$ cat src/rtl/ipif_pkg.sv
// Shared definitions for the AXI4-Lite to IPIF bridge: response codes and
// the bridge FSM state type.
package ipif_pkg;

  localparam logic [1:0] RESP_OKAY   = 2'b00;
  localparam logic [1:0] RESP_SLVERR = 2'b10;
  localparam logic [1:0] RESP_DECERR = 2'b11;

  typedef enum logic [2:0] {
    IDLE    = 3'd0,
    WR_WAIT = 3'd1,
    RD_WAIT = 3'd2,
    B_RESP  = 3'd3,
    R_RESP  = 3'd4
  } bridge_state_t;

endpackage

$ cat src/rtl/ipif_reset_sync.sv
// Two-flop reset synchroniser: asserts asynchronously, releases on the
// second clock edge after the incoming reset is released.
module ipif_reset_sync (
  input  logic i_clk,
  input  logic i_rst_n,
  output logic o_rst_n
);

  logic r_meta;
  logic r_sync;

  // Shift a one through two flops once reset is released
  always_ff @(posedge i_clk or negedge i_rst_n) begin
    if (!i_rst_n) begin
      r_meta <= 1'b0;
      r_sync <= 1'b0;
    end else begin
      r_meta <= 1'b1;
      r_sync <= r_meta;
    end
  end

  assign o_rst_n = r_sync;

endmodule

$ cat src/rtl/axi_lite_ipif_bridge.sv
// AXI4-Lite slave turning single accesses into one-hot IPIF chip enables.
// One transaction in flight; reads and writes arbitrated round-robin.
// Optional macro IPIF_BRIDGE_TIMEOUT_EN: ack timeout answering SLVERR.
module axi_lite_ipif_bridge
  import ipif_pkg::*;
#(
  parameter int C_S_AXI_DATA_WIDTH = 32,
  parameter int C_S_AXI_ADDR_WIDTH = 32,
  parameter int N_REG              = 2,
  parameter int C_LOCAL_ADDR_BITS  = 12,
  parameter int C_TIMEOUT          = 64
) (
  input  logic                            S_AXI_ACLK,
  input  logic                            S_AXI_ARESETN,
  input  logic [C_S_AXI_ADDR_WIDTH-1:0]   S_AXI_AWADDR,
  input  logic [2:0]                      S_AXI_AWPROT,
  input  logic                            S_AXI_AWVALID,
  output logic                            S_AXI_AWREADY,
  input  logic [C_S_AXI_DATA_WIDTH-1:0]   S_AXI_WDATA,
  input  logic [C_S_AXI_DATA_WIDTH/8-1:0] S_AXI_WSTRB,
  input  logic                            S_AXI_WVALID,
  output logic                            S_AXI_WREADY,
  output logic [1:0]                      S_AXI_BRESP,
  output logic                            S_AXI_BVALID,
  input  logic                            S_AXI_BREADY,
  input  logic [C_S_AXI_ADDR_WIDTH-1:0]   S_AXI_ARADDR,
  input  logic [2:0]                      S_AXI_ARPROT,
  input  logic                            S_AXI_ARVALID,
  output logic                            S_AXI_ARREADY,
  output logic [C_S_AXI_DATA_WIDTH-1:0]   S_AXI_RDATA,
  output logic [1:0]                      S_AXI_RRESP,
  output logic                            S_AXI_RVALID,
  input  logic                            S_AXI_RREADY,
  output logic [C_S_AXI_ADDR_WIDTH-1:0]   IPIF_bus2ip_addr,
  output logic [C_S_AXI_DATA_WIDTH-1:0]   IPIF_bus2ip_data,
  output logic [N_REG-1:0]                IPIF_bus2ip_wrce,
  output logic [N_REG-1:0]                IPIF_bus2ip_rdce,
  output logic                            IPIF_bus2ip_resetn,
  input  logic [C_S_AXI_DATA_WIDTH-1:0]   IPIF_ip2bus_data,
  input  logic                            IPIF_ip2bus_wrack,
  input  logic                            IPIF_ip2bus_rdack
);

  localparam int IW = C_LOCAL_ADDR_BITS - 2;

  bridge_state_t                 r_state, w_state_nxt;
  logic [C_S_AXI_ADDR_WIDTH-1:0] r_addr, w_addr_nxt;
  logic [C_S_AXI_DATA_WIDTH-1:0] r_data, w_data_nxt;
  logic [C_S_AXI_DATA_WIDTH-1:0] r_rdata, w_rdata_nxt;
  logic [N_REG-1:0]              r_wrce, w_wrce_nxt;
  logic [N_REG-1:0]              r_rdce, w_rdce_nxt;
  logic [1:0]                    r_bresp, w_bresp_nxt;
  logic [1:0]                    r_rresp, w_rresp_nxt;
  logic                          r_bvalid, w_bvalid_nxt;
  logic                          r_rvalid, w_rvalid_nxt;
  logic                          r_last_was_write, w_last_was_write_nxt;

  logic                          w_rd_elig, w_wr_elig, w_grant_rd, w_grant_wr;
  logic [C_S_AXI_ADDR_WIDTH-1:0] w_sel_addr, w_addr_local;
  logic [IW-1:0]                 w_index;
  logic [N_REG-1:0]              w_onehot;
  logic                          w_dec_err;
  logic                          w_in_wait;
  logic                          w_timeout;
  logic                          w_unused_tmo;
  logic                          w_unused_ok;

  assign w_in_wait = (r_state == WR_WAIT) || (r_state == RD_WAIT);

`ifdef IPIF_BRIDGE_TIMEOUT_EN
  localparam int TW = $clog2(C_TIMEOUT + 1);
  logic [TW-1:0] r_tmo_cnt;

  // Count cycles spent waiting for an ack; idle time keeps it cleared so it starts at zero on entry
  always_ff @(posedge S_AXI_ACLK or negedge S_AXI_ARESETN) begin
    if (!S_AXI_ARESETN) begin
      r_tmo_cnt <= '0;
    end else if (w_in_wait) begin
      r_tmo_cnt <= r_tmo_cnt + TW'(1);
    end else begin
      r_tmo_cnt <= '0;
    end
  end

  assign w_timeout    = w_in_wait && (r_tmo_cnt == TW'(C_TIMEOUT - 1));
  assign w_unused_tmo = 1'b0;
`else
  assign w_timeout    = 1'b0;
  assign w_unused_tmo = (C_TIMEOUT == 0);
`endif

  // Protection bits and the undecoded upper address bits carry no meaning here
  assign w_unused_ok = ^{S_AXI_AWPROT, S_AXI_ARPROT, w_unused_tmo,
                         S_AXI_AWADDR[C_S_AXI_ADDR_WIDTH-1:C_LOCAL_ADDR_BITS],
                         S_AXI_ARADDR[C_S_AXI_ADDR_WIDTH-1:C_LOCAL_ADDR_BITS]};

  // Round-robin grant between an eligible read and an eligible write in IDLE
  always_comb begin
    w_rd_elig  = (r_state == IDLE) && S_AXI_ARVALID && S_AXI_ARESETN;
    w_wr_elig  = (r_state == IDLE) && S_AXI_AWVALID && S_AXI_WVALID && S_AXI_ARESETN;
    w_grant_rd = w_rd_elig && (!w_wr_elig || r_last_was_write);
    w_grant_wr = w_wr_elig && !w_grant_rd;
  end

  assign S_AXI_AWREADY = w_grant_wr;
  assign S_AXI_WREADY  = w_grant_wr;
  assign S_AXI_ARREADY = w_grant_rd;

  // Decode the granted address: local offset, word index, range check, one-hot CE
  always_comb begin
    w_sel_addr   = w_grant_wr ? S_AXI_AWADDR : S_AXI_ARADDR;
    w_addr_local = '0;
    w_addr_local[C_LOCAL_ADDR_BITS-1:0] = w_sel_addr[C_LOCAL_ADDR_BITS-1:0];
    w_index      = w_sel_addr[C_LOCAL_ADDR_BITS-1:2];
    w_dec_err    = (32'(w_index) >= 32'(N_REG));
    for (int i = 0; i < N_REG; i++) begin
      w_onehot[i] = (32'(w_index) == 32'(i));
    end
  end

  // Next-state and next-output logic of the bridge FSM
  always_comb begin
    w_state_nxt          = r_state;
    w_addr_nxt           = r_addr;
    w_data_nxt           = r_data;
    w_rdata_nxt          = r_rdata;
    w_wrce_nxt           = r_wrce;
    w_rdce_nxt           = r_rdce;
    w_bresp_nxt          = r_bresp;
    w_rresp_nxt          = r_rresp;
    w_bvalid_nxt         = r_bvalid;
    w_rvalid_nxt         = r_rvalid;
    w_last_was_write_nxt = r_last_was_write;
    case (r_state)
      IDLE: begin
        if (w_grant_rd) begin
          w_last_was_write_nxt = 1'b0;
          w_addr_nxt           = w_addr_local;
          if (w_dec_err) begin
            w_rresp_nxt  = RESP_DECERR;
            w_rdata_nxt  = '0;
            w_rvalid_nxt = 1'b1;
            w_state_nxt  = R_RESP;
          end else begin
            w_rdce_nxt  = w_onehot;
            w_state_nxt = RD_WAIT;
          end
        end else if (w_grant_wr) begin
          w_last_was_write_nxt = 1'b1;
          w_addr_nxt           = w_addr_local;
          w_data_nxt           = S_AXI_WDATA;
          if (w_dec_err) begin
            w_bresp_nxt  = RESP_DECERR;
            w_bvalid_nxt = 1'b1;
            w_state_nxt  = B_RESP;
          end else if (!(&S_AXI_WSTRB)) begin
            w_bresp_nxt  = RESP_SLVERR;
            w_bvalid_nxt = 1'b1;
            w_state_nxt  = B_RESP;
          end else begin
            w_wrce_nxt  = w_onehot;
            w_state_nxt = WR_WAIT;
          end
        end else begin
          w_state_nxt = IDLE;
        end
      end
      WR_WAIT: begin
        if (IPIF_ip2bus_wrack) begin
          w_wrce_nxt   = '0;
          w_bresp_nxt  = RESP_OKAY;
          w_bvalid_nxt = 1'b1;
          w_state_nxt  = B_RESP;
        end else if (w_timeout) begin
          w_wrce_nxt   = '0;
          w_bresp_nxt  = RESP_SLVERR;
          w_bvalid_nxt = 1'b1;
          w_state_nxt  = B_RESP;
        end else begin
          w_state_nxt = WR_WAIT;
        end
      end
      RD_WAIT: begin
        if (IPIF_ip2bus_rdack) begin
          w_rdce_nxt   = '0;
          w_rresp_nxt  = RESP_OKAY;
          w_rdata_nxt  = IPIF_ip2bus_data;
          w_rvalid_nxt = 1'b1;
          w_state_nxt  = R_RESP;
        end else if (w_timeout) begin
          w_rdce_nxt   = '0;
          w_rresp_nxt  = RESP_SLVERR;
          w_rdata_nxt  = '0;
          w_rvalid_nxt = 1'b1;
          w_state_nxt  = R_RESP;
        end else begin
          w_state_nxt = RD_WAIT;
        end
      end
      B_RESP: begin
        if (S_AXI_BREADY) begin
          w_bvalid_nxt = 1'b0;
          w_state_nxt  = IDLE;
        end else begin
          w_state_nxt = B_RESP;
        end
      end
      R_RESP: begin
        if (S_AXI_RREADY) begin
          w_rvalid_nxt = 1'b0;
          w_state_nxt  = IDLE;
        end else begin
          w_state_nxt = R_RESP;
        end
      end
      default: begin
        w_wrce_nxt   = '0;
        w_rdce_nxt   = '0;
        w_bvalid_nxt = 1'b0;
        w_rvalid_nxt = 1'b0;
        w_state_nxt  = IDLE;
      end
    endcase
  end

  // State and registered outputs; everything clears asynchronously on reset
  always_ff @(posedge S_AXI_ACLK or negedge S_AXI_ARESETN) begin
    if (!S_AXI_ARESETN) begin
      r_state          <= IDLE;
      r_addr           <= '0;
      r_data           <= '0;
      r_rdata          <= '0;
      r_wrce           <= '0;
      r_rdce           <= '0;
      r_bresp          <= RESP_OKAY;
      r_rresp          <= RESP_OKAY;
      r_bvalid         <= 1'b0;
      r_rvalid         <= 1'b0;
      r_last_was_write <= 1'b1;
    end else begin
      r_state          <= w_state_nxt;
      r_addr           <= w_addr_nxt;
      r_data           <= w_data_nxt;
      r_rdata          <= w_rdata_nxt;
      r_wrce           <= w_wrce_nxt;
      r_rdce           <= w_rdce_nxt;
      r_bresp          <= w_bresp_nxt;
      r_rresp          <= w_rresp_nxt;
      r_bvalid         <= w_bvalid_nxt;
      r_rvalid         <= w_rvalid_nxt;
      r_last_was_write <= w_last_was_write_nxt;
    end
  end

  assign S_AXI_BRESP      = r_bresp;
  assign S_AXI_BVALID     = r_bvalid;
  assign S_AXI_RRESP      = r_rresp;
  assign S_AXI_RVALID     = r_rvalid;
  assign S_AXI_RDATA      = r_rdata;
  assign IPIF_bus2ip_addr = r_addr;
  assign IPIF_bus2ip_data = r_data;
  assign IPIF_bus2ip_wrce = r_wrce;
  assign IPIF_bus2ip_rdce = r_rdce;

  ipif_reset_sync u_rst_sync (
    .i_clk   (S_AXI_ACLK),
    .i_rst_n (S_AXI_ARESETN),
    .o_rst_n (IPIF_bus2ip_resetn)
  );

endmodule

$ cat config.mk
export PLATFORM = sky130hd
export DESIGN_NAME = axi_lite_ipif_bridge
export DESIGN_NICKNAME = d
export VERILOG_FILES = /design/src/rtl/ipif_pkg.sv /design/src/rtl/ipif_reset_sync.sv /design/src/rtl/axi_lite_ipif_bridge.sv
export SDC_FILE = /design/constraint.sdc
export NUM_CORES = 1
export LEC_CHECK = 0
export BUFFER_PORTS_ARGS = -buffer_cell sky130_fd_sc_hd__buf_2
export CORE_ASPECT_RATIO = 1.25
export CORE_MARGIN = 4
export CORE_UTILIZATION = 45
export CTS_CLUSTER_SIZE = 8
export DETAILED_ROUTE_END_ITERATION = 6
export GPL_TIMING_DRIVEN = 0
export PLACE_DENSITY = 0.84
export SKIP_CTS_REPAIR_TIMING = 1
export SLEW_MARGIN = 20
export SYNTH_ARGS = -nofsm -noshare
export SYNTH_HDL_FRONTEND = slang
export SYNTH_HIERARCHICAL = 1
export SYNTH_SLANG_ARGS = --single-unit
$ cat constraint.sdc
create_clock -name S_AXI_ACLK -period 4.3 [get_ports S_AXI_ACLK]
set_clock_uncertainty 0.05 [all_clocks]
set_input_delay 0.645 -clock S_AXI_ACLK [delete_from_list [all_inputs] [get_ports S_AXI_ACLK]]
set_output_delay 0.645 -clock S_AXI_ACLK [all_outputs]
set_load 0.02 [all_outputs]
After elaboration in Yosys (flattened, before gate mapping)
Index checks and enable logic that the tools add are counted.
{ "word_totals": {"inputBits": 147, "ff_bits": 112, "output_inout_bits": 110, "word_cells": 112} }
{ "classes": {"n_eq_ne": 16, "mux": 49, "n_reduce_logical": 28, "magnitude_cmp": 1, "bitwise_logic": 5} }
{ "op_table": {"columns": ["operator", "count"], "rows": [
  ["$mux 32", 5],
  ["$pmux 32 s2", 1],
  ["$mux 2", 18],
  ["$ne 2x2->1 const B", 9],
  ["$mux 3", 5],
  ["$pmux 3 s5", 1],
  ["$mux 1", 12],
  ["$mux 12", 1],
  ["$pmux 2 s3", 2],
  ["$reduce_and 4->1", 3],
  ["$reduce_and 6->1", 2],
  ["$eq 10x1->1 const B", 1],
  ["$ge 10x2->1 const B", 1],
  ["$logic_not 10->1", 1],
  ["$reduce_and 5->1", 2],
  ["$pmux 1 s4", 2],
  ["$pmux 2 s2", 2],
  ["$logic_and 1x1->1", 7],
  ["$eq 3x2->1 const B", 2],
  ["$reduce_bool 2->1", 3],
  ["$reduce_or 3->1", 2],
  ["$not 1->1", 5],
  ["$reduce_or 2->1", 2],
  ["$eq 3x1->1 const B", 1],
  ["8 further kinds", 9]
]} }

Logic depth before layout (Yosys ltp)
Gate-level depths: netlist (run 1).
{ "logic_depth": {"depth_word": 16, "depth_mapped": 8, "ltp_nobuf": 6} }

Cells and area by module
Netlist (run 1), hierarchy kept.
{ "modules_own_cells": {"columns": ["module", "seq_area_each_um2", "cells_each", "instances", "area_each_um2"], "rows": [
  ["axi_lite_ipif_bridge", 2228.4, 382, 1, 3852.4],
  ["ipif_reset_sync", 50.0, 3, 1, 53.8]
]} }

Worst setup path after synthesis (run 1)
Ideal clock, no wire load.
{ "synth_timing": {"kind": "input port to output port", "startpoint": "input port S_AXI_WVALID", "endpoint": "output port S_AXI_WREADY", "required_time_ps": 3605, "path_stages": 6, "path_buffers": 3, "setup_slack_ps": 1706, "arrival_time_ps": 1899, "cell_sequence": "and3_1 nand3_4 inv_1 buf_2 buf_1 buf_4"} }
{ "synth_between": {"elab_chain_len": 7} }
{ "synth_lines": {"columns": ["element", "line_no", "rtl"], "rows": [
  ["start: declaration", "axi_lite_ipif_bridge.sv:21", "input logic S_AXI_WVALID,"],
  ["$logic_and 1x1->1 * (2 in series)", "axi_lite_ipif_bridge.sv:100", "w_wr_elig = (r_state == IDLE) && S_AXI_AWVALID && S_AXI_WVALID && S_AXI_ARESETN;"],
  ["$logic_not 1->1", "axi_lite_ipif_bridge.sv:101", "w_grant_rd = w_rd_elig && (!w_wr_elig || r_last_was_write);"],
  ["$logic_or 1x1->1", "axi_lite_ipif_bridge.sv:101", null],
  ["$logic_and 1x1->1", "axi_lite_ipif_bridge.sv:101", null],
  ["$logic_not 1->1", "axi_lite_ipif_bridge.sv:102", "w_grant_wr = w_wr_elig && !w_grant_rd;"],
  ["$logic_and 1x1->1 *", "axi_lite_ipif_bridge.sv:102", null],
  ["end: declaration", "axi_lite_ipif_bridge.sv:22", "output logic S_AXI_WREADY,"]
]} }
Mark *: on every way between the ends. The rest lies on a longest branch, timed or not.

Final worst setup path (run 1)
{ "layout_timing": {"startpoint": "input port S_AXI_ARESETN", "endpoint": "output port S_AXI_WREADY"} }
{ "layout_between": {"elab_chain_len": 6, "word_cells_on_any_way": 7, "cone_classes": "reduce/logical (7)"} }
{ "layout_lines": {"columns": ["element", "line_no", "rtl"], "rows": [
  ["start: declaration", "axi_lite_ipif_bridge.sv:14", "input logic S_AXI_ARESETN,"],
  ["$logic_and 1x1->1", "axi_lite_ipif_bridge.sv:100", null],
  ["$logic_not 1->1", "axi_lite_ipif_bridge.sv:101", null],
  ["$logic_or 1x1->1", "axi_lite_ipif_bridge.sv:101", null],
  ["$logic_and 1x1->1", "axi_lite_ipif_bridge.sv:101", null],
  ["$logic_not 1->1", "axi_lite_ipif_bridge.sv:102", null],
  ["$logic_and 1x1->1 *", "axi_lite_ipif_bridge.sv:102", null]
]} }
Marked as above.

==> results.cfg, run 1 <==
[sta]
whs_ns = 0.273
relSlewSlack_pct = 54.9
drv_slew = 0
timing.fmax_mhz = 267
rsz0062_at_grt = no
period_share_pct = 87.0
min_period_ns = 3.74
hold_viol = 0
finalSetupViolations = 0
worst_pin_slew_ns = 0.676

[cells_and_area]
layout_common_cells = buf_2 (194), nand2_1 (122), dfrtp_1 (90), a22o_1 (33), buf_4 (23)
fin_nets = 753
post-route-util_pct = 63.8
fillCellCount = 710
final_common_cell = buf_2
drive_above_1_share_pct = 40.2
final_cell_area_um2 = 5320
area_growth_pct = 36.1

[floorplan]
die_w_um = 91.3
initial_utilization_pct = 46.9
core_um2 = 8330
die_y_um = 112
io_pins = 257
die_area_um2 = 10200
num_rows = 37

[routing]
viasPerCell = 4.96
first_iter_violations = 179
drtAntennaViolNets = 0
post-route-drc-count = 0
vias = 3509
post_drt_wl_per_cell_um = 16.1
drtPass1Iterations = 4
wirelength_um = 11400

[global_route]
grt_overflow = 0
grt_pass1_wl_um = 17900
grt_use_total_pct = 22.4
grt_pass1_vias = 3484
antenna_found_initial = 1
grt_max_degree = 54

[worst_setup_path]
cp.required_ns = 3.61
criticalPathCategory = in2out
critical_path.cell_chain = buf_4, buf_12, and3_1, nand3_4, inv_1, buf_2, buf_1, buf_4, buf_2
critPathMaxStageDelay_ns = 0.53
critPathArrivalTime_ns = 3.04
crit_slowest_cell = buf_4
cp-start-kind = primary input
cp_max_fo = 53
end_kind = output pin

[clock_network]
cts_buffers = 9
ctsRootBufferMaster = clkbuf_8
cts_tree = built
path_clk_slew_ns = 0.09
cts_buffer_depth = 2
clock_sink_count = 91
clkLatencyLatePin_ns = 0.35
h-tree-depth = 3

[power]
powerDensity_nw_per_um2 = 696
total_power_uw = 3700
ir_drop_mv = 0.378
p_leak_uw = 0.00302

[logic_synthesis]
yosysUniqueCellTypes = 43
syn_area_um2 = 3910
yosysWarnings = 6
synthCells = 385
ys_ff_latch = 91
ys_seq_area_share_pct = 58.3
syn_avg_cell_area_um2 = 10.1

[place]
place.gp.congestion = 0.859
placed_cell_area_um2 = 5070
io_buffers = 190
hpwl_um = 8870

[hold_path]
hold_class = in2async

[status]
outcome = completed

[job]
max-cap-violations = 0
through the flow:
stage	setup slack [ns]	instances	TNS, ns
final	0.560	708	0
after global routing	0.242	708	0
after CTS	0.453	707	0
after detailed placement	0.462	692	0
after global placement	-0.283	691	-0.489
after floorplan	1.71	404	0
area by class of cell:
class	count	area (µm²)	share of cell area [%]
diodes	1	2.50	0.0471
inverters	8	30.0	0.565
well taps	97	121	2.28
clock inverters	4	98.8	1.86
multi-input cells	262	1400	26.3
flip-flops and latches	91	2280	42.9
clock buffers	11	141	2.66
plain buffers	43	273	5.13
repair buffers	191	973	18.3
critical path, delay by kind of cell:
kind	cells	cell delay, ns
buf+inv	7	1.93
simple gates	2	0.44
worst paths after layout:
check / start / endpoint / slack, ns / depth (start not counted)
max: S_AXI_ARESETN / S_AXI_WREADY / 0.56 / 9
min in group S_AXI_ACLK: u_rst_sync/r_meta / u_rst_sync/o_rst_n / 0.31 / 0
min: S_AXI_ARESETN / S_AXI_RDATA[0] / 0.27 / 1
max reg2reg: r_state[2] / IPIF_bus2ip_wrce[1] / 2.08 / 6
min reg2reg: u_rst_sync/r_meta / u_rst_sync/o_rst_n / 0.31 / 0
max in group asynchronous: S_AXI_ARESETN / r_last_was_write / 3.20 / 2
routing by layer:
layer / global-route usage [%] / part of all wire (%) / wire (µm) / vias to the layer above
met5: 0 / 0 / 0 / -
met4: 8.65 / 1.8 / 202 / 0
met3: 5.16 / 7.9 / 895 / 18
met2: 38.4 / 51 / 5830 / 156
met1: 27.4 / 39 / 4440 / 1635
li1: - / - / - / 1700
Yosys cell counts, drive strengths merged:
cell type | count | share of area, %
dfstp | 1 | 0.67
nor3b | 1 | 0.19
o22ai | 2 | 0.32
o21ai | 8 | 1.0
a21bo | 1 | 0.26
nor2 | 19 | 1.9
buf | 33 | 6.0
a31oi | 10 | 1.6
o211a | 1 | 0.26
nand3 | 4 | 0.83
dfrtp | 90 | 58
o211ai | 1 | 0.19
mux2i | 6 | 1.5
nor3 | 4 | 0.93
mux2 | 2 | 0.67
o41ai | 2 | 0.45
a221oi | 1 | 0.22
and3 | 3 | 0.48
nand4 | 1 | 0.16
a22o | 33 | 7.4
clkbuf | 10 | 0.96
a21o | 1 | 0.19
nand2 | 122 | 12
a31o | 2 | 0.45
and2 | 1 | 0.16
a22oi | 3 | 0.58
or3 | 1 | 0.16
a211oi | 1 | 0.19
nor2b | 3 | 0.48
a21oi | 6 | 1.1
inv | 8 | 0.77
nor4 | 2 | 0.32
conb | 2 | 0.19
sequential cells by signal (all words and copies together) (netlist names):
register and flops:
IPIF_bus2ip_rdce 2, r_state 3, IPIF_bus2ip_wrce 2, IPIF_bus2ip_addr 12, S_AXI_RRESP 1, IPIF_bus2ip_data 32
u_rst_sync/r_meta 1, S_AXI_BRESP 2, r_last_was_write 1, S_AXI_RVALID 1, S_AXI_BVALID 1, u_rst_sync/o_rst_n 1
S_AXI_RDATA 32
logic make-up (layout without fill, tap and decap cells):
kind of cell,count (synthesis),after routing,share of synthesized area [%]
DFF,91,91,58.3
other,2,22,0.192
AOI/OAI and AO/OA,72,72,14.2
and+or+nand+nor,161,161,17.3
buffers and inverters,51,257,7.75
muxes,8,8,2.21
power breakdown:
part	switching, µW	internal [µW]
sequential	189	1200
combinational	1030	583
clock	289	400
Power figures use the tool's default switching activity.
==> run 2: changes to the inputs <==
--- a/config.mk
+++ b/config.mk
@@ -6,13 +6,12 @@
 export NUM_CORES = 1
 export LEC_CHECK = 0
 export BUFFER_PORTS_ARGS = -buffer_cell sky130_fd_sc_hd__buf_2
-export CORE_ASPECT_RATIO = 1.25
-export CORE_MARGIN = 4
-export CORE_UTILIZATION = 45
+export CORE_AREA = 2 2 99 101
 export CTS_CLUSTER_SIZE = 8
 export DETAILED_ROUTE_END_ITERATION = 6
+export DIE_AREA = 0 0 101 103
 export GPL_TIMING_DRIVEN = 0
-export PLACE_DENSITY = 0.84
+export PLACE_DENSITY = 0.79
 export SKIP_CTS_REPAIR_TIMING = 1
 export SLEW_MARGIN = 20
 export SYNTH_ARGS = -nofsm -noshare
==> results.cfg, run 2 (synthesized netlist as in run 1, its figures left out) <==
[cells_and_area]
fin_nets = 753
regArea_um2 = 2280
drive_above_1_share_pct = 39.8
area_growth_pct = 35.1
layout_common_cells = buf_2 (194), nand2_1 (122), dfrtp_1 (90), a22o_1 (33), buf_4 (23)
multi_input_area_um2 = 1400
final_common_cell = buf_2
fillCellCount = 855
antenna_cells = 0

[floorplan]
initial_utilization_pct = 41.3
io_pins = 257
die_y_um = 103
core_um2 = 9460
die_area_um2 = 10400
num_rows = 36
die_w_um = 101

[worst_setup_path]
crit_path_start = S_AXI_ARESETN
criticalPathCategory = in2out
cp-start-kind = primary input
cp.required_ns = 3.61
cp_max_fo = 59
r2r-start = r_state[2]
critPathArrivalTime_ns = 2.95
r2r_cells = 6
end_kind = output pin

[hold_path]
hold_class = in2async

[clock_network]
clkLatencyLatePin_ns = 0.35
cts_buffer_depth = 2
ctsRootBufferMaster = clkbuf_8
cts_tree = built
cts_buffers = 9
path_clk_slew_ns = 0.09
h-tree-depth = 3
clock_sink_count = 91

[routing]
post_drt_wl_per_cell_um = 15.0
first_iter_violations = 137
viasPerCell = 4.86
post-route-drc-count = 0
drtAntennaViolNets = 0
vias = 3521
wirelength_um = 10800
drtPass1Iterations = 5

[power]
powerDensity_nw_per_um2 = 671
total_power_uw = 3540
p_leak_uw = 0.00299
ir_drop_mv = 0.288

[sta]
period_share_pct = 84.8
finalSetupViolations = 0
setup_tns_ns = 0
rsz0062_at_grt = no
min_period_ns = 3.65
drv_slew = 0
layout_setup_ws_ns = 0.654
hold_viol = 0
timing.fmax_mhz = 274

[global_route]
grt_pass1_vias = 3375
antenna_found_initial = 0
grt_overflow = 0
grt_pass1_wl_um = 16600
grt_use_total_pct = 20.6
grt_max_degree = 60

[place]
io_buffers = 190
dp_slack_ns = 0.589
place.gp.congestion = 0.817
hpwl_um = 8230

[job]
max-cap-violations = 0

[status]
outcome = completed
run 2: cell count changes in the layout (fill, tap and decap cells not counted):
cell,before,now
clkinv_4,1,0
diode_2,1,0
bufinv_16,3,1
buf_16,0,1
clkbuf_8,10,9
clkbuf_1,11,13
clkinv_2,0,2
buf_12,1,0
run 2: report_power, final:
group / internal (µW) / switching, µW / leakage [µW]
combinational: 584 / 1020 / 0.00175
clock: 265 / 284 / 0.0000902
sequential: 1200 / 189 / 0.00115
total: 2050 / 1490 / 0.00299
run 2: path summary, 6_finish.rpt:
| kind | end | slack [ns] |
|---|---|---|
| worst max register to register | IPIF_bus2ip_wrce[1] | 2.09 |
| worst min register to register | u_rst_sync/o_rst_n | 0.31 |
| worst min-delay path | IPIF_bus2ip_data[21] | 0.19 |
| min in group S_AXI_ACLK | u_rst_sync/o_rst_n | 0.31 |
| max in group asynchronous | r_last_was_write | 3.31 |
| worst max-delay path | S_AXI_WREADY | 0.65 |
run 2: layout make-up:
class / instances / area share (%)
Clock inverter: 3 / 0.759
Tap cell: 114 / 2.70
Inverter: 8 / 0.569
Timing Repair Buffer: 191 / 18.6
Multi-Input combinational cell: 262 / 26.5
Buffer: 43 / 5.17
Clock buffer: 12 / 2.56
Sequential cell: 91 / 43.2
run 2: metal layers:
| layer | up-vias | global-route usage, % | part of all wire (%) |
|---|---|---|---|
| met3 | 19 | 3.86 | 6.6 |
| met2 | 132 | 33.0 | 49 |
| met1 | 1675 | 27.7 | 42 |
| li1 | 1695 | - | - |
| met5 | - | 0 | 0 |
| met4 | 0 | 9.04 | 2.1 |
run 2: worst max-delay path, stage by stage:
cell	delay, ns
buf_4	0.39
buf_16	0.33
and3_1	0.27
nand3_4	0.18
inv_1	0.12
buf_2	0.23
buf_1	0.40
buf_4	0.18
buf_2	0.15
run 2: stage by stage:
stage | utilization [%] | cells | area, µm² | hold slack [ns]
global placement | 53.6 | 708 | 5070 | 0.286
floorplan | - | 404 | 3980 | 0.281
global route | 55.8 | 724 | 5280 | 0.208
CTS | 55.8 | 724 | 5280 | 0.190
finish | 55.8 | 724 | 5280 | 0.185
detailed placement | 53.9 | 709 | 5100 | 0.300
==> run 3: changes to the inputs <==
--- a/config.mk
+++ b/config.mk
@@ -5,13 +5,15 @@
 export SDC_FILE = /design/constraint.sdc
 export NUM_CORES = 1
 export LEC_CHECK = 0
+export ABC_AREA = 1
 export BUFFER_PORTS_ARGS = -buffer_cell sky130_fd_sc_hd__buf_2
-export CORE_AREA = 2 2 99 101
+export CORE_ASPECT_RATIO = 1.25
+export CORE_MARGIN = 1
+export CORE_UTILIZATION = 39
 export CTS_CLUSTER_SIZE = 8
 export DETAILED_ROUTE_END_ITERATION = 6
-export DIE_AREA = 0 0 101 103
 export GPL_TIMING_DRIVEN = 0
-export PLACE_DENSITY = 0.79
+export PLACE_DENSITY = 0.76
 export SKIP_CTS_REPAIR_TIMING = 1
 export SLEW_MARGIN = 20
 export SYNTH_ARGS = -nofsm -noshare
==> constraint.sdc (replaced) <==
create_clock -name S_AXI_ACLK -period 2.9 [get_ports S_AXI_ACLK]
set_clock_uncertainty 0.05 [all_clocks]
set_input_delay 0.435 -clock S_AXI_ACLK [delete_from_list [all_inputs] [get_ports S_AXI_ACLK]]
set_output_delay 0.435 -clock S_AXI_ACLK [all_outputs]
set_load 0.02 [all_outputs]
==> results.cfg, run 3 <==
[floorplan]
die_area_um2 = 11200
io_pins = 257
num_rows = 42
initial_utilization_pct = 40.0
die_w_um = 94.8
die_y_um = 118
core_um2 = 10500

[cells_and_area]
drive_above_1_share_pct = 35.4
fin_nets = 888
antenna_cells = 0
final_cell_area_um2 = 5760
layout_common_cells = nand2_1 (263), buf_2 (190), dfrtp_1 (90), nand3_1 (24)
area_growth_pct = 37.1
post-route-util_pct = 54.8
final_common_cell = nand2_1

[logic_synthesis]
ys_ff_latch = 91
yosys.area.top_type_share_pct = 53.6
syn_avg_cell_area_um2 = 8.08
synth_area_leaders = dfrtp_1 (54%), nand2_1 (24%), buf_4 (4.1%), nand3_1 (2.9%), inv_1 (2.1%)
synth_top_cell_by_area = dfrtp_1
ys_seq_area_share_pct = 54.3
synth-async-reset-ratio_pct = 100
yosysUniqueCellTypes = 31
yosysMostFrequentCell = nand2_1
synthCells = 520
synth_edf_count = 0
synth_ff_type = dfrtp_1
netlist_top_cells_count = nand2_1 (263), dfrtp_1 (90), inv_1 (24), nand3_1 (24), buf_4 (23)
yosysWarnings = 6
syn_area_um2 = 4200

[global_route]
grt_overflow = 0
grt_use_total_pct = 19.6
grt_pass1_wl_um = 16700
antenna_found_initial = 0
grt_max_degree = 55
grt_pass1_vias = 3644

[worst_setup_path]
regToRegEndpoint = S_AXI_RDATA[2]
critical_path.cell_chain = inv_1, nand2_2, nor2_4, o211ai_2, buf_6, clkinvlp_4, clkbuf_2, buf_4, buf_2
r2r_slack_ns = 0.46
critPathArrivalTime_ns = 2.21
cp_max_fo = 11
cp.required_ns = 2.41
criticalPathCategory = reg2out
cp-start-kind = flip-flop
end_kind = output pin
crit_slowest_cell = dfrtp_1
r2r-start = r_last_was_write
critPathMaxStageDelay_ns = 0.41
r2r_cells = 12

[routing]
post_drt_wl_per_cell_um = 12.2
drtAntennaViolNets = 0
drtPass1Iterations = 6
wirelength_um = 10700
vias = 3947
viasPerCell = 4.50
post-route-drc-count = 0
first_iter_violations = 163

[hold_path]
hold_class = in2async

[place]
hpwl_um = 8180
place.gp.congestion = 0.824
placed_cell_area_um2 = 5420
io_buffers = 190

[clock_network]
h-tree-depth = 3
clock_sink_count = 91
cts_buffer_depth = 2
clkLatencyLatePin_ns = 0.34
cts_buffers = 9
ctsRootBufferMaster = clkbuf_16
path_clk_slew_ns = 0.06
cts_tree = built

[sta]
timing.fmax_mhz = 371
relSlewSlack_pct = 60.6
setup_tns_ns = 0
hold_viol = 0
worst_pin_slew_ns = 0.591
finalSetupViolations = 0
drv_slew = 0
period_share_pct = 93.0
rsz0062_at_grt = no
min_period_ns = 2.70

[power]
powerDensity_nw_per_um2 = 1050
ir_drop_mv = 0.473
p_leak_uw = 0.00346
total_power_uw = 6020

[status]
outcome = completed

[job]
max-cap-violations = 0
## run 3: layout make-up
type | count | area, µm²
plain buffers | 41 | 280
fillers | 1012 | 4750
flip-flops and latches | 91 | 2280
inverters | 27 | 105
well taps | 132 | 165
multi-input cells | 379 | 1610
clock inverters | 6 | 90.1
clock buffers | 9 | 225
repair buffers | 192 | 1000
## run 3: stage by stage
| step | setup slack [ns] | std cells | hold WS (ns) |
|---|---|---|---|
| CTS | -0.359 | 877 | -0.0540 |
| floorplan | 0.496 | 539 | 0.0894 |
| detailed placement | -0.262 | 862 | 0.292 |
| finish | 0.203 | 877 | 0.0249 |
| global route | 0.0567 | 877 | 0.0156 |
| global placement | -1.73 | 861 | 0.286 |
## run 3: worst max-delay path, delay by kind of cell (launching register included)
| family | cells | cell delay (ns) |
|---|---|---|
| buf+inv | 6 | 1.05 |
| flops | 1 | 0.41 |
| simple gates | 2 | 0.27 |
| compound gates | 1 | 0.15 |
## run 3: worst max path at each step
stage | startpoint | endpoint | cells after the start
after floorplan | r_state[1] | S_AXI_WREADY | 9
after global placement | S_AXI_ARESETN | S_AXI_WREADY | 10
after detailed placement | S_AXI_ARESETN | S_AXI_WREADY | 10
after CTS | r_state[1] | S_AXI_WREADY | 10
after global routing | r_state[1] | S_AXI_WREADY | 9
final | r_state[1] | S_AXI_WREADY | 9
## run 3: cell families after synthesis
group / count (synthesis) / share of synthesized area (%)
and+or+nand+nor: 336 / 33.0
DFF: 91 / 54.3
buffers and inverters: 69 / 9.15
AOI/OAI and AO/OA: 22 / 3.40
other: 2 / 0.179
## run 3: power by group
group / leakage (µW) / switching [µW] / internal [µW]
registers: 0.00116 / 308 / 1840
clock network: 0.000152 / 489 / 753
logic: 0.00215 / 1740 / 895
total: 0.00346 / 2540 / 3490
## run 3: metal layers
layer	vias up	global-route usage, %	part of all wire [%]
met5	-	0	0
met4	0	10.4	3.6
met3	26	3.55	6.5
met2	156	33.9	50
met1	1776	22.5	40
li1	1989	-	-
